## src/rtl/mem_stage_ctrl.sv

```systemverilog
// rtl/mem_stage_ctrl.sv - MEM stage load/store sequencer with req/ack handshake and timeout
module mem_stage_ctrl #(
    parameter int TIMEOUT = 16,
    parameter int CNT_W   = 5
) (
    input  logic        clk,
    input  logic        reset,
    input  logic        memread_MEM,
    input  logic        memwrite_MEM,
    input  logic [31:0] ALU_data_MEM,
    input  logic [31:0] store_data_MEM,
    input  logic        dmem_ack,
    input  logic [31:0] dmem_rdata,
    output logic        dmem_req,
    output logic        dmem_we,
    output logic [31:0] dmem_addr,
    output logic [31:0] dmem_wdata,
    output logic        stall_pipe,
    output logic [31:0] load_data,
    output logic        load_valid,
    output logic        bus_err
);

    typedef enum logic [1:0] {IDLE, REQ, DONE, ERR} state_t;

    localparam logic [CNT_W-1:0] CNT_LAST = CNT_W'(TIMEOUT - 1);

    state_t           state, state_nxt;
    logic [CNT_W-1:0] cnt;
    logic             access, start_ok, stall_c;

    assign access   = memread_MEM | memwrite_MEM;
    assign start_ok = access && (ALU_data_MEM[1:0] == 2'b00) && (memread_MEM ^ memwrite_MEM);

    always_comb begin
        state_nxt  = state;
        stall_c    = 1'b0;
        dmem_req   = 1'b0;
        load_valid = 1'b0;
        bus_err    = 1'b0;
        case (state)
            IDLE: begin
                if (access) begin
                    stall_c   = 1'b1;
                    state_nxt = start_ok ? REQ : ERR;
                end
            end
            REQ: begin
                dmem_req = 1'b1;
                stall_c  = 1'b1;
                // ack takes priority over the timeout limit on the same cycle
                if (dmem_ack)
                    state_nxt = DONE;
                else if (cnt == CNT_LAST)
                    state_nxt = ERR;
            end
            DONE: begin
                load_valid = ~dmem_we;
                state_nxt  = IDLE;
            end
            ERR: begin
                bus_err   = 1'b1;
                state_nxt = IDLE;
            end
            default: state_nxt = IDLE;
        endcase
    end

    assign stall_pipe = stall_c & ~reset;

    always_ff @(posedge clk or posedge reset) begin
        if (reset) begin
            state      <= IDLE;
            cnt        <= '0;
            dmem_we    <= 1'b0;
            dmem_addr  <= '0;
            dmem_wdata <= '0;
            load_data  <= '0;
        end else begin
            state <= state_nxt;
            case (state)
                IDLE: begin
                    if (start_ok) begin
                        dmem_addr  <= {ALU_data_MEM[31:2], 2'b00};
                        dmem_we    <= memwrite_MEM;
                        dmem_wdata <= store_data_MEM;
                        cnt        <= '0;
                    end
                end
                REQ: begin
                    if (dmem_ack) begin
                        if (!dmem_we)
                            load_data <= dmem_rdata;
                    end else begin
                        cnt <= cnt + 1'b1;
                    end
                end
                default: ;
            endcase
            // cleared on entry so the bus_err cycle already shows zero data
            if (state_nxt == ERR)
                load_data <= '0;
        end
    end

endmodule
```

## config.mk

```make
export PLATFORM = sky130hd
export DESIGN_NAME = mem_stage_ctrl
export DESIGN_NICKNAME = d
export VERILOG_FILES = /design/src/rtl/mem_stage_ctrl.sv
export SDC_FILE = /design/constraint.sdc
export NUM_CORES = 1
export LEC_CHECK = 0
export ABC_AREA = 1
export BUFFER_PORTS_ARGS = -buffer_cell sky130_fd_sc_hd__clkbuf_2
export CELL_PAD_IN_SITES_DETAIL_PLACEMENT = 1
export CELL_PAD_IN_SITES_GLOBAL_PLACEMENT = 1
export CORE_AREA = 2 2 124 126
export CTS_BUF_LIST = sky130_fd_sc_hd__clkbuf_2
export CTS_CLUSTER_DIAMETER = 150
export DETAILED_ROUTE_END_ITERATION = 8
export DIE_AREA = 0 0 126 128
export PLACE_DENSITY = 0.75
export SLEW_MARGIN = 40
export SYNTH_ARGS = -nofsm -noshare
export SYNTH_HDL_FRONTEND = slang
export SYNTH_SLANG_ARGS = --single-unit
```

## constraint.sdc

```tcl
create_clock -name clk -period 3.5 [get_ports clk]
set_input_delay 0.875 -clock clk [delete_from_list [all_inputs] [get_ports clk]]
set_output_delay 0.875 -clock clk [all_outputs]
set_load 0.03 [all_outputs]
```

==> results.py <==
metrics = {
    "outcome": {
        "status": "complete, no violations",
    },
    "place": {
        "detailed_place_hpwl_mm": 8.88,
        "post-place-ws_ns": 0.846,
        "globalplace.congestion": 0.774,
        "port-buffer-count": 199,
        "post_dp_cell_area_um2": 5610,
        "placed_cell_count": 904,
    },
    "timing": {
        "fmax_ghz": 0.363,
        "worst-slew-pin-transition_ns": 0.672,
        "finalMaxSlewViolations": 0,
        "period_needed_ns": 2.76,
        "setup_slack_ns": 0.742,
        "final_hold_viol_count": 0,
        "final.setup_skew_ns": 0.0196,
        "hold_slack_ns": 0.323,
        "unrepaired_setup_endpoints_after_global_routing": "no",
        "final_min_period_over_clock_period_pct": 78.8,
        "timing.setup.tns_ns": 0,
        "timing.final.setup_violations": 0,
        "relSlewSlack_pct": 55.1,
    },
    "clocking": {
        "cts.reportedPaths.clkPinSlew_ns": 0.28,
        "ctsRootBufferMaster": "sky130_fd_sc_hd__clkbuf_2",
        "cts.repair.resized": 0,
        "clock_sink_count": 102,
        "cts_max_level": 3,
        "clock_insertion_delay_worst_skew_ns": 0.60,
        "cts_tree": "yes",
        "post_cts_setup_bufs": 0,
        "cts.hold.buffers_added": 0,
        "max-clock-path-buffers": 2,
        "numCtsBuffers": 9,
    },
    "grt": {
        "grt_first_pass_wirelength_mm": 19.9,
        "gr-total-overflow": 0,
        "grt_start_max_net_pins": 84,
        "number_of_global_route_vias_before_repair": 4022,
        "groute.usage.overall_pct": 15.5,
        "antenna_found_initial": 1,
    },
    "setup_path": {
        "criticalPathCategory": "flop to output pin",
        "worst_r2r_endpoint": "load_data[18]",
        "worst_r2r_startpoint": "state[0]",
        "reg2reg_slack_ns": 1.68,
        "worst-endpoint-required_ns": 2.62,
        "critPathLaunchType": "flop",
        "cp_data_arrival_time_ns": 1.88,
        "worst-path-max-fanout": 12,
        "timing.reg2reg.worst_path_depth": 8,
        "worstSetupEndpointType": "output pin",
    },
    "final_layout": {
        "final_core_util_pct": 38.7,
        "fill_cells": 1895,
        "synthToLayoutAreaGrowth_pct": 28.8,
        "postLayoutCellArea_um2": 5750,
        "nets": 831,
        "final_layout_size_suffix_gt1_share_pct": 34.2,
        "final_cell_mix": "sky130_fd_sc_hd__clkbuf_2 (209), sky130_fd_sc_hd__nand2_1 (166), sky130_fd_sc_hd__dfrtp_1 (102)",
        "ff_latch_area_um2": 2550,
        "combined_area_of_the_multi_input_logic_cells_um2": 1350,
        "post_layout_nonfiller_instances": 921,
        "final_common_cell": "sky130_fd_sc_hd__clkbuf_2",
    },
    "pwr": {
        "combPwrFrac_pct": 51.3,
        "clock_power_share_pct": 11.7,
        "irDropWorstVdd_mv": 0.324,
        "cell_internal_pwr_mw": 2.71,
        "sw_frac_of_total_pct": 50.4,
        "power.leakage_nw": 3.62,
        "total_switching_power_mw": 2.76,
        "report.power.total_mw": 5.47,
        "power-per-cell-area_nw_per_um2": 951,
        "seq_power_share_pct": 36.9,
    },
    "yosys": {
        "post_synth_num_cell_types": 19,
        "instance_count_of_the_mapped_netlist": 539,
        "yosys-top-cells-area": "sky130_fd_sc_hd__dfrtp_1 (57%), sky130_fd_sc_hd__nand2_1 (14%), sky130_fd_sc_hd__inv_1 (8.2%)",
        "syn-mean-instance-area_um2": 8.29,
        "synth_largest_area_cell": "sky130_fd_sc_hd__dfrtp_1",
        "synth_seq_cells": 102,
        "synth_sequential_area_ratio_pct": 57.1,
        "post_synth_instance_area_um2": 4470,
        "yosys_warnings": 0,
        "synth_top_area_share_pct": 57.1,
    },
    "floorplanning": {
        "core_um2": 14900,
        "fp.dieW_um": 126,
        "fp.dieArea_um2": 16100,
        "chipHeight_um": 128,
        "core.rowCount": 45,
        "start_util_pct": 30.1,
        "io-pin-count": 202,
    },
    "drt": {
        "postRouteWirelength_mm": 12.0,
        "drtIter0Drc": 148,
        "via_count": 3944,
        "remaining_drc_errors": 0,
        "drt.antenna.violating_nets": 0,
        "drt-wirelength-per-cell_um": 13.1,
        "dr.pass1.iters": 4,
        "viasPerCell": 4.28,
    },
    "run": {
        "max-cap-violations": 0,
    },
    "worst_hold_path": {
        "hold_class": "input pin to asynchronous set/reset pin",
    },
}
-- sequential cells by signal, summed over array words and instances (netlist names) --
| name | flops |
|---|---|
| dmem_wdata | 32 |
| dmem_addr | 30 |
| load_data | 32 |
| dmem_we | 1 |
| cnt | 5 |
| state | 2 |
-- cell families after synthesis --
group / synth area share [%]
and+or+nand+nor: 21.3
buffers and inverters: 13.0
adders and majority gates: 0.840
DFF: 57.1
other: 0.0840
AOI/OAI and AO/OA: 7.59
-- power by group through the flow --
| stage | registers, mW | logic (mW) | clock network [mW] |
|---|---|---|---|
| after floorplan | 3.05 | 0.992 | 0 |
| after global placement | 2.04 | 2.78 | 0 |
| after detailed placement | 2.06 | 2.86 | 0 |
| after CTS | 2.04 | 2.86 | 0.684 |
| after global routing | 2.10 | 3.09 | 0.720 |
| final | 2.02 | 2.81 | 0.642 |
-- metal layers --
layer	routed length [um]	global-route usage, %	vias up
met5	0	0	-
met4	184	5.62	0
met3	1110	5.26	11
met2	5550	25.1	145
met1	5180	19.3	1816
li1	-	-	1972
-- critical path, cell delays in order (launching register included) --
cell                       delay [ns]
sky130_fd_sc_hd__dfrtp_1         0.46
sky130_fd_sc_hd__inv_2           0.06
sky130_fd_sc_hd__nor2_2          0.09
sky130_fd_sc_hd__buf_4           0.20
sky130_fd_sc_hd__inv_1           0.10
sky130_fd_sc_hd__a21oi_1         0.15
sky130_fd_sc_hd__clkbuf_2        0.23
-- how the worst max path moves through the flow --
stage / from / endpoint / slack (ns) / depth (start not counted)
2_1_floorplan: memread_MEM / stall_pipe / 0.87 / 5
3_3_place_gp: memread_MEM / stall_pipe / 0.87 / 7
3_5_place_dp: memread_MEM / stall_pipe / 0.85 / 7
4_1_cts: state[0] / stall_pipe / 0.64 / 6
5_1_grt: state[0] / stall_pipe / 0.56 / 6
6_report: state[0] / stall_pipe / 0.74 / 6
-- final cells by class --
cell class / instances / area share, %
well taps: 188 / 4.09
diodes: 1 / 0.0435
clock buffers: 10 / 0.870
inverters: 108 / 7.11
multi-input cells: 301 / 23.5
flip-flops and latches: 102 / 44.4
clock inverters: 6 / 1.50
repair buffers: 205 / 18.5
-- cells in the mapped netlist (all sizes together) --
cell and n:
a21oi 1, inv 108, ha 3, clkbuf 6
conb 1, nand3 35, nor2 13, nand2 179
o21ai 66, buf 23, nor3 2, dfrtp 102
Note: power is estimated with default switching activity, not from simulation.
